**config.mk**
```make
export PLATFORM = sky130hd
export DESIGN_NAME = entity_tile_renderer
export DESIGN_NICKNAME = d
export VERILOG_FILES = /design/src/rtl/stt8_gfx_pkg.sv /design/src/rtl/sprite_rom.sv /design/src/rtl/entity_tile_renderer.sv
export SDC_FILE = /design/constraint.sdc
export NUM_CORES = 1
export LEC_CHECK = 0
export CAP_MARGIN = 10
export CORE_MARGIN = 5
export CORE_UTILIZATION = 34
export DETAILED_ROUTE_END_ITERATION = 8
export SETUP_SLACK_MARGIN = 0.02
export SLEW_MARGIN = 5
export SYNTH_ARGS = -nofsm -noshare
export SYNTH_HDL_FRONTEND = slang
export SYNTH_SLANG_ARGS = --single-unit
export TNS_END_PERCENT = 20
```
**constraint.sdc**
```tcl
create_clock -name clk -period 13.8 [get_ports clk]
set_clock_uncertainty 0.2 [all_clocks]
set_input_delay 3.45 -clock clk [delete_from_list [all_inputs] [get_ports clk]]
set_output_delay 3.45 -clock clk [all_outputs]
set_load 0.02 [all_outputs]
```
**src/rtl/stt8_gfx_pkg.sv**
```systemverilog
// Shared graphics definitions for the STT8 tile renderer: entity layout,
// orientation codes and grid geometry.
package stt8_gfx_pkg;

    localparam int ENTITY_W = 14;
    localparam logic [3:0] ID_UNUSED = 4'hF;

    localparam logic [1:0] ORI_UP    = 2'b00;
    localparam logic [1:0] ORI_RIGHT = 2'b01;
    localparam logic [1:0] ORI_DOWN  = 2'b10;
    localparam logic [1:0] ORI_LEFT  = 2'b11;

    localparam int GRID_COLS = 16;
    localparam int GRID_ROWS = 15;

    // Field order matches the flat bus: {ID[13:10], orientation[9:8], location[7:0]}
    typedef struct packed {
        logic [3:0] id;
        logic [1:0] ori;
        logic [7:0] loc;
    } entity_t;

    function automatic entity_t entity_slice(input logic [ENTITY_W-1:0] raw);
        return entity_t'(raw);
    endfunction

endpackage

```
**src/rtl/sprite_rom.sv**
```systemverilog
// Combinational 8x8 sprite bitmaps; row 0 is the top, col 0 is the MSB of each row byte.
// ID 15 is the unused slot and always reads 0.
module sprite_rom (
    input  logic [3:0] id,
    input  logic [2:0] row,
    input  logic [2:0] col,
    output logic       pixel
);

    logic [63:0] bmp;

    always_comb begin
        bmp = '0;
        case (id)
            4'd0:    bmp = 64'h3C42_8181_8181_423C;
            4'd1:    bmp = 64'h183C_7EFF_1818_1818;
            4'd2:    bmp = 64'hF880_80F0_8080_8181;
            4'd3:    bmp = 64'hAA55_AA55_AA55_AA55;
            4'd4:    bmp = 64'h55AA_55AA_55AA_55AA;
            4'd5:    bmp = 64'hFF81_8181_8181_81FF;
            4'd6:    bmp = 64'h0066_6600_0081_423C;
            4'd7:    bmp = 64'h0102_0408_1020_4080;
            4'd8:    bmp = 64'h8040_2010_0804_0201;
            4'd9:    bmp = 64'hFFFF_0000_FFFF_0000;
            4'd10:   bmp = 64'hF0F0_F0F0_0F0F_0F0F;
            4'd11:   bmp = 64'h1038_7CFE_7C38_1000;
            4'd12:   bmp = 64'hE7E7_E700_00E7_E7E7;
            4'd13:   bmp = 64'h3C66_C3C3_FFC3_C3C3;
            4'd14:   bmp = 64'hFE82_BAAA_BA82_FE00;
            default: bmp = '0;
        endcase
    end

    // Bit 63 is (row 0, col 0), so the index is the complement of {row, col}
    assign pixel = bmp[~{row, col}];

endmodule

```
**src/rtl/entity_tile_renderer.sv**
```systemverilog
// Pixel-colour stage: maps the beam onto a 16x15 tile grid, picks the highest-priority
// entity on the tile and emits its oriented, x4-scaled sprite bit two clocks later.
module entity_tile_renderer
    import stt8_gfx_pkg::*;
#(
    parameter int NUM_ENTITIES = 4,
    parameter int H_ACTIVE     = 640,
    parameter int V_ACTIVE     = 480,
    parameter int GRID_X0      = 64,
    parameter int TILE_SHIFT   = 5
) (
    input  logic                             clk,
    input  logic                             rst_n,
    input  logic [ENTITY_W*NUM_ENTITIES-1:0] entity_flat,
    input  logic [9:0]                       counter_H,
    input  logic [9:0]                       counter_V,
    output logic                             colour,
    output logic                             frame_latched
);

    localparam int GRID_X1 = GRID_X0 + (GRID_COLS << TILE_SHIFT) - 1;

    entity_t tbl [NUM_ENTITIES];
    logic    snap;

    assign snap = (counter_V == 10'(V_ACTIVE)) && (counter_H == 10'd0);

    // Table only changes at start of vblank so a frame never mixes two entity sets
    always_ff @(posedge clk) begin
        if (!rst_n) begin
            frame_latched <= 1'b0;
            for (int k = 0; k < NUM_ENTITIES; k++)
                tbl[k] <= '{id: ID_UNUSED, ori: ORI_UP, loc: 8'h00};
        end else begin
            frame_latched <= snap;
            if (snap)
                for (int k = 0; k < NUM_ENTITIES; k++)
                    tbl[k] <= entity_slice(entity_flat[k*ENTITY_W +: ENTITY_W]);
        end
    end

    logic [9:0] gx;
    logic       in_grid;
    logic [3:0] tile_col, tile_row;
    logic [2:0] spr_r, spr_c;

    assign gx       = counter_H - 10'(GRID_X0);
    assign in_grid  = (counter_H >= 10'(GRID_X0)) && (counter_H <= 10'(GRID_X1)) &&
                      (counter_H < 10'(H_ACTIVE)) && (counter_V < 10'(V_ACTIVE));
    assign tile_col = 4'(gx >> TILE_SHIFT);
    assign tile_row = 4'(counter_V >> TILE_SHIFT);
    assign spr_c    = 3'(gx >> (TILE_SHIFT - 3));
    assign spr_r    = 3'(counter_V >> (TILE_SHIFT - 3));

    logic [NUM_ENTITIES-1:0] match;

    for (genvar k = 0; k < NUM_ENTITIES; k++) begin : g_match
        assign match[k] = (tbl[k].id != ID_UNUSED) && (tbl[k].loc == {tile_row, tile_col});
    end

    logic       hit;
    logic [3:0] win_id;
    logic [1:0] win_ori;

    // Scan from the lowest priority upward so the lowest matching index wins
    always_comb begin
        hit     = 1'b0;
        win_id  = ID_UNUSED;
        win_ori = ORI_UP;
        for (int k = NUM_ENTITIES - 1; k >= 0; k--) begin
            if (match[k]) begin
                hit     = 1'b1;
                win_id  = tbl[k].id;
                win_ori = tbl[k].ori;
            end
        end
    end

    logic       s1_in_grid, s1_hit;
    logic [3:0] s1_id;
    logic [1:0] s1_ori;
    logic [2:0] s1_r, s1_c;

    always_ff @(posedge clk) begin
        if (!rst_n) begin
            s1_in_grid <= 1'b0;
            s1_hit     <= 1'b0;
            s1_id      <= ID_UNUSED;
            s1_ori     <= ORI_UP;
            s1_r       <= '0;
            s1_c       <= '0;
        end else begin
            s1_in_grid <= in_grid;
            s1_hit     <= hit;
            s1_id      <= win_id;
            s1_ori     <= win_ori;
            s1_r       <= spr_r;
            s1_c       <= spr_c;
        end
    end

    // Display (r,c) -> source ROM (row,col); 7-x is just bitwise inversion on 3 bits
    logic [2:0] src_r, src_c;

    always_comb begin
        src_r = s1_r;
        src_c = s1_c;
        case (s1_ori)
            ORI_UP:    begin src_r = s1_r;  src_c = s1_c;  end
            ORI_RIGHT: begin src_r = ~s1_c; src_c = s1_r;  end
            ORI_DOWN:  begin src_r = ~s1_r; src_c = ~s1_c; end
            ORI_LEFT:  begin src_r = s1_c;  src_c = ~s1_r; end
            default:   begin src_r = s1_r;  src_c = s1_c;  end
        endcase
    end

    logic rom_bit;

    sprite_rom u_rom (
        .id    (s1_id),
        .row   (src_r),
        .col   (src_c),
        .pixel (rom_bit)
    );

    always_ff @(posedge clk) begin
        if (!rst_n) colour <= 1'b0;
        else        colour <= s1_in_grid & s1_hit & rom_bit;
    end

endmodule

```
==> flow_summary_export.csv <==
group,metric,value,unit
outcome,outcome,"finished clean",
timing,rsz0062_at_grt,"false",
worst_setup_path,crit_top_cell,"inv_1",
clock_network,htreeDepth,4,
synth,netlist_top_cells_area,"edfxtp_1 26%, dfxtp_1 23%, and2_1 4.8%",
timing,relSlewSlack,23.2,%
synth,syn-cell-area,6490,um^2
clock_network,cts_hold_buffers,0,
route,via_count,4723,
worst_setup_path,worstSetupPathType,"in2reg",
die,die_y,148,um
finish,nNetsFinal,742,
synth,yosysUniqueCellTypes,61,
timing,hold_viol_final,0,
power_and_ir_drop,p_clk_share,47.9,%
timing,setup_viol,0,
timing,timing.hold.ws,304,ps
route,drt_iter0_drc,445,
route,ant_nets,0,
die,initial_utilization,34.6,%
worst_setup_path,slowest_stage,"nor3_2",
power_and_ir_drop,combPwrFrac,7.8,%
power_and_ir_drop,swShare,22.7,%
synth,ys_warn_count,0,
clock_network,cts_setup_buffers,0,
power_and_ir_drop,p_int,737,uW
clock_network,cts_root_buf,"clkbuf_16",
global_routing,grtUsageMet1,19.5,%
synth,synth_edf_count,56,
timing,tightest_slew,1150,ps
finish,drive_gt1_share,12.7,%
global_routing,grt_max_degree,58,
worst_setup_path,arrival,8040,ps
die,core_area,18800,um^2
synth,syn-instance-count,589,
route,post_drt_wl_per_cell,18.8,um
clock_network,clockBufferDepth,2,
synth,ys.flop_type,"dfxtp_1",
timing,fmax,127,MHz
global_routing,grt_use_met3,4.30,%
worst_setup_path,path_cells,"clkdlybuf4s50_1, inv_1, ha_1, xnor2_4, xnor2_1, nor3_2, a21oi_1, a221o_1, inv_1, ha_1, inv_1, nor2_1, a21oi_1, o22ai_1",
finish,syn_to_final_growth,23.6,%
timing,period_share,57.3,%
synth,async_flop_share,0,%
timing,period_needed,7900,ps
power_and_ir_drop,irDropWorstVdd,0.0856,mV
die,die_area,21900,um^2
synth,synth_top_area_share,25.9,%
worst_setup_path,path_max_fanout,14,
worst_setup_path,required,13940,ps
global_routing,grtUsageMet2,26.6,%
synth,yosys.area.top_type,"edfxtp_1",
global_routing,grt_pass1_wl,26600,um
place,gp_congestion,0.912,
power_and_ir_drop,p_leak,0.00289,uW
worst_setup_path,critPathCaptureType,"flip-flop",
synth,syn_area_per_cell,11.0,um^2
synth,syn_nets,677,
global_routing,grt_pass1_vias,4808,
route,routed_wl,16900,um
timing,final.setup.tns,0,ps
finish,finalInstanceArea,8020,um^2
worst_setup_path,critPathLaunchType,"input pin",
clock_network,clk_pin_slew,60,ps
synth,ys_seq_elements,131,
die,rows,50,
clock_network,cts.sinks,131,
synth,ys_seq_area_share,49.1,%
place,portBuffers,79,
worst_setup_path,cp_slowest_stage_delay,930,ps
place,dpl-instance-area,7410,um^2
clock_network,cts_resized,0,
clock_network,cts_tree,"yes",
route,drtPass1Iterations,5,
min_path,hp-class,"reg2reg",
finish,num_antenna_cells,0,
run,drv_cap,0,
die,die-width,148,um
global_routing,grt_use_total,15.8,%
route,route.detailed.drc,0,
global_routing,antenna_found_initial,1,
power_and_ir_drop,power_frac_seq,44.3,%
die,ioPinCount,80,
global_routing,top_usage_layer,"met2",
route,via_per_inst,5.24,
finish,fillers,1745,
clock_network,cts_buffers,17,
timing,final_max_slew_viol_count,0,
place,dpl.hpwl,12300,um
clock_network,clk_latency,430,ps
synth,synth.most_common_cell,"dfxtp_1",
synth,synth_commonest_cells,"75 x dfxtp_1, 56 x edfxtp_1, 50 x and2_1",
global_routing,gr-total-overflow,0,
power_and_ir_drop,power_density,119,nW/um^2
power_and_ir_drop,p_sw,216,uW
-- worst paths after layout --
kind / cells after the start / startpoint / end / slack [ps]
max: 14 / counter_H[6] / u_rom.bmp[30] / 5900
min: 2 / s1_in_grid / colour / 300
max reg2reg: 11 / tbl[0][1] / u_rom.bmp[30] / 9770
min reg2reg: 2 / s1_in_grid / colour / 300
-- logic make-up after synthesis --
kind of cell / synth area share [%]
XOR/XNOR: 6.23
AND/OR/NAND/NOR: 16.2
AO/OA/AOI/OAI: 13.9
multiplexers: 8.10
adder cells (fa/ha/maj): 1.93
flip-flops: 49.1
buffers and inverters: 4.61
-- cells in the final DEF, fill, tap and decap left out, drive strengths merged, types with 18 or more instances in the layout --
cell	instances
clkbuf	20
edfxtp	56
nand2	45
a21oi	31
inv	18
and2	50
xnor2	32
dfxtp	75
clkdlybuf4s50	79
o21ai	28
nor2	36
-- registers in the layout (all words and copies together) (netlist names) --
name,cells
tbl,56
frame_latched,1
s1_c,3
colour,1
s1_r,3
s1_ori,2
s1_hit,1
u_rom.bmp,63
s1_in_grid,1
-- power groups by stage --
| stage | Clock, uW | Combinational [uW] | Sequential, uW |
|---|---|---|---|
| floorplan | 0 | 41.2 | 430 |
| global placement | 0 | 73.7 | 431 |
| detailed placement | 0 | 74.3 | 431 |
| CTS | 464 | 74.8 | 423 |
| global route | 483 | 80.0 | 424 |
| finish | 457 | 73.9 | 423 |
-- area by class of cell --
| cell class | count | area, um^2 | share of cell area (%) |
|---|---|---|---|
| sequential | 131 | 3180 | 39.7 |
| multi-input combinational | 404 | 3030 | 37.8 |
| timing repair buffer | 87 | 851 | 10.6 |
| clock buffer | 20 | 459 | 5.73 |
| tap | 234 | 293 | 3.65 |
| clock inverter | 12 | 145 | 1.81 |
| inverter | 13 | 53.8 | 0.671 |
-- routing by layer --
metal	vias to the layer above	wire length [um]
met1	2246	7050
li1	2280	-
met3	28	950
met5	-	13
met4	2	340
met2	167	8590
-- critical path, delay by kind of cell --
kind,cells,cell delay (ps)
XOR/XNOR,2,470
adder cells (fa/ha/maj),2,710
AND/OR/NAND/NOR,2,1160
AO/OA/AOI/OAI,4,1000
buffers and inverters,4,1250
-- per-stage QoR --
stage | setup slack [ps] | total power (uW) | cells | utilization (%)
floorplan | 4720 | 471 | 589 | -
global placement | 5760 | 504 | 869 | 39.5
detailed placement | 5590 | 505 | 869 | 39.5
CTS | 6000 | 961 | 901 | 42.7
global route | 5610 | 987 | 901 | 42.7
finish | 5900 | 954 | 901 | 42.7
Note: power is estimated with default switching activity, not from simulation.
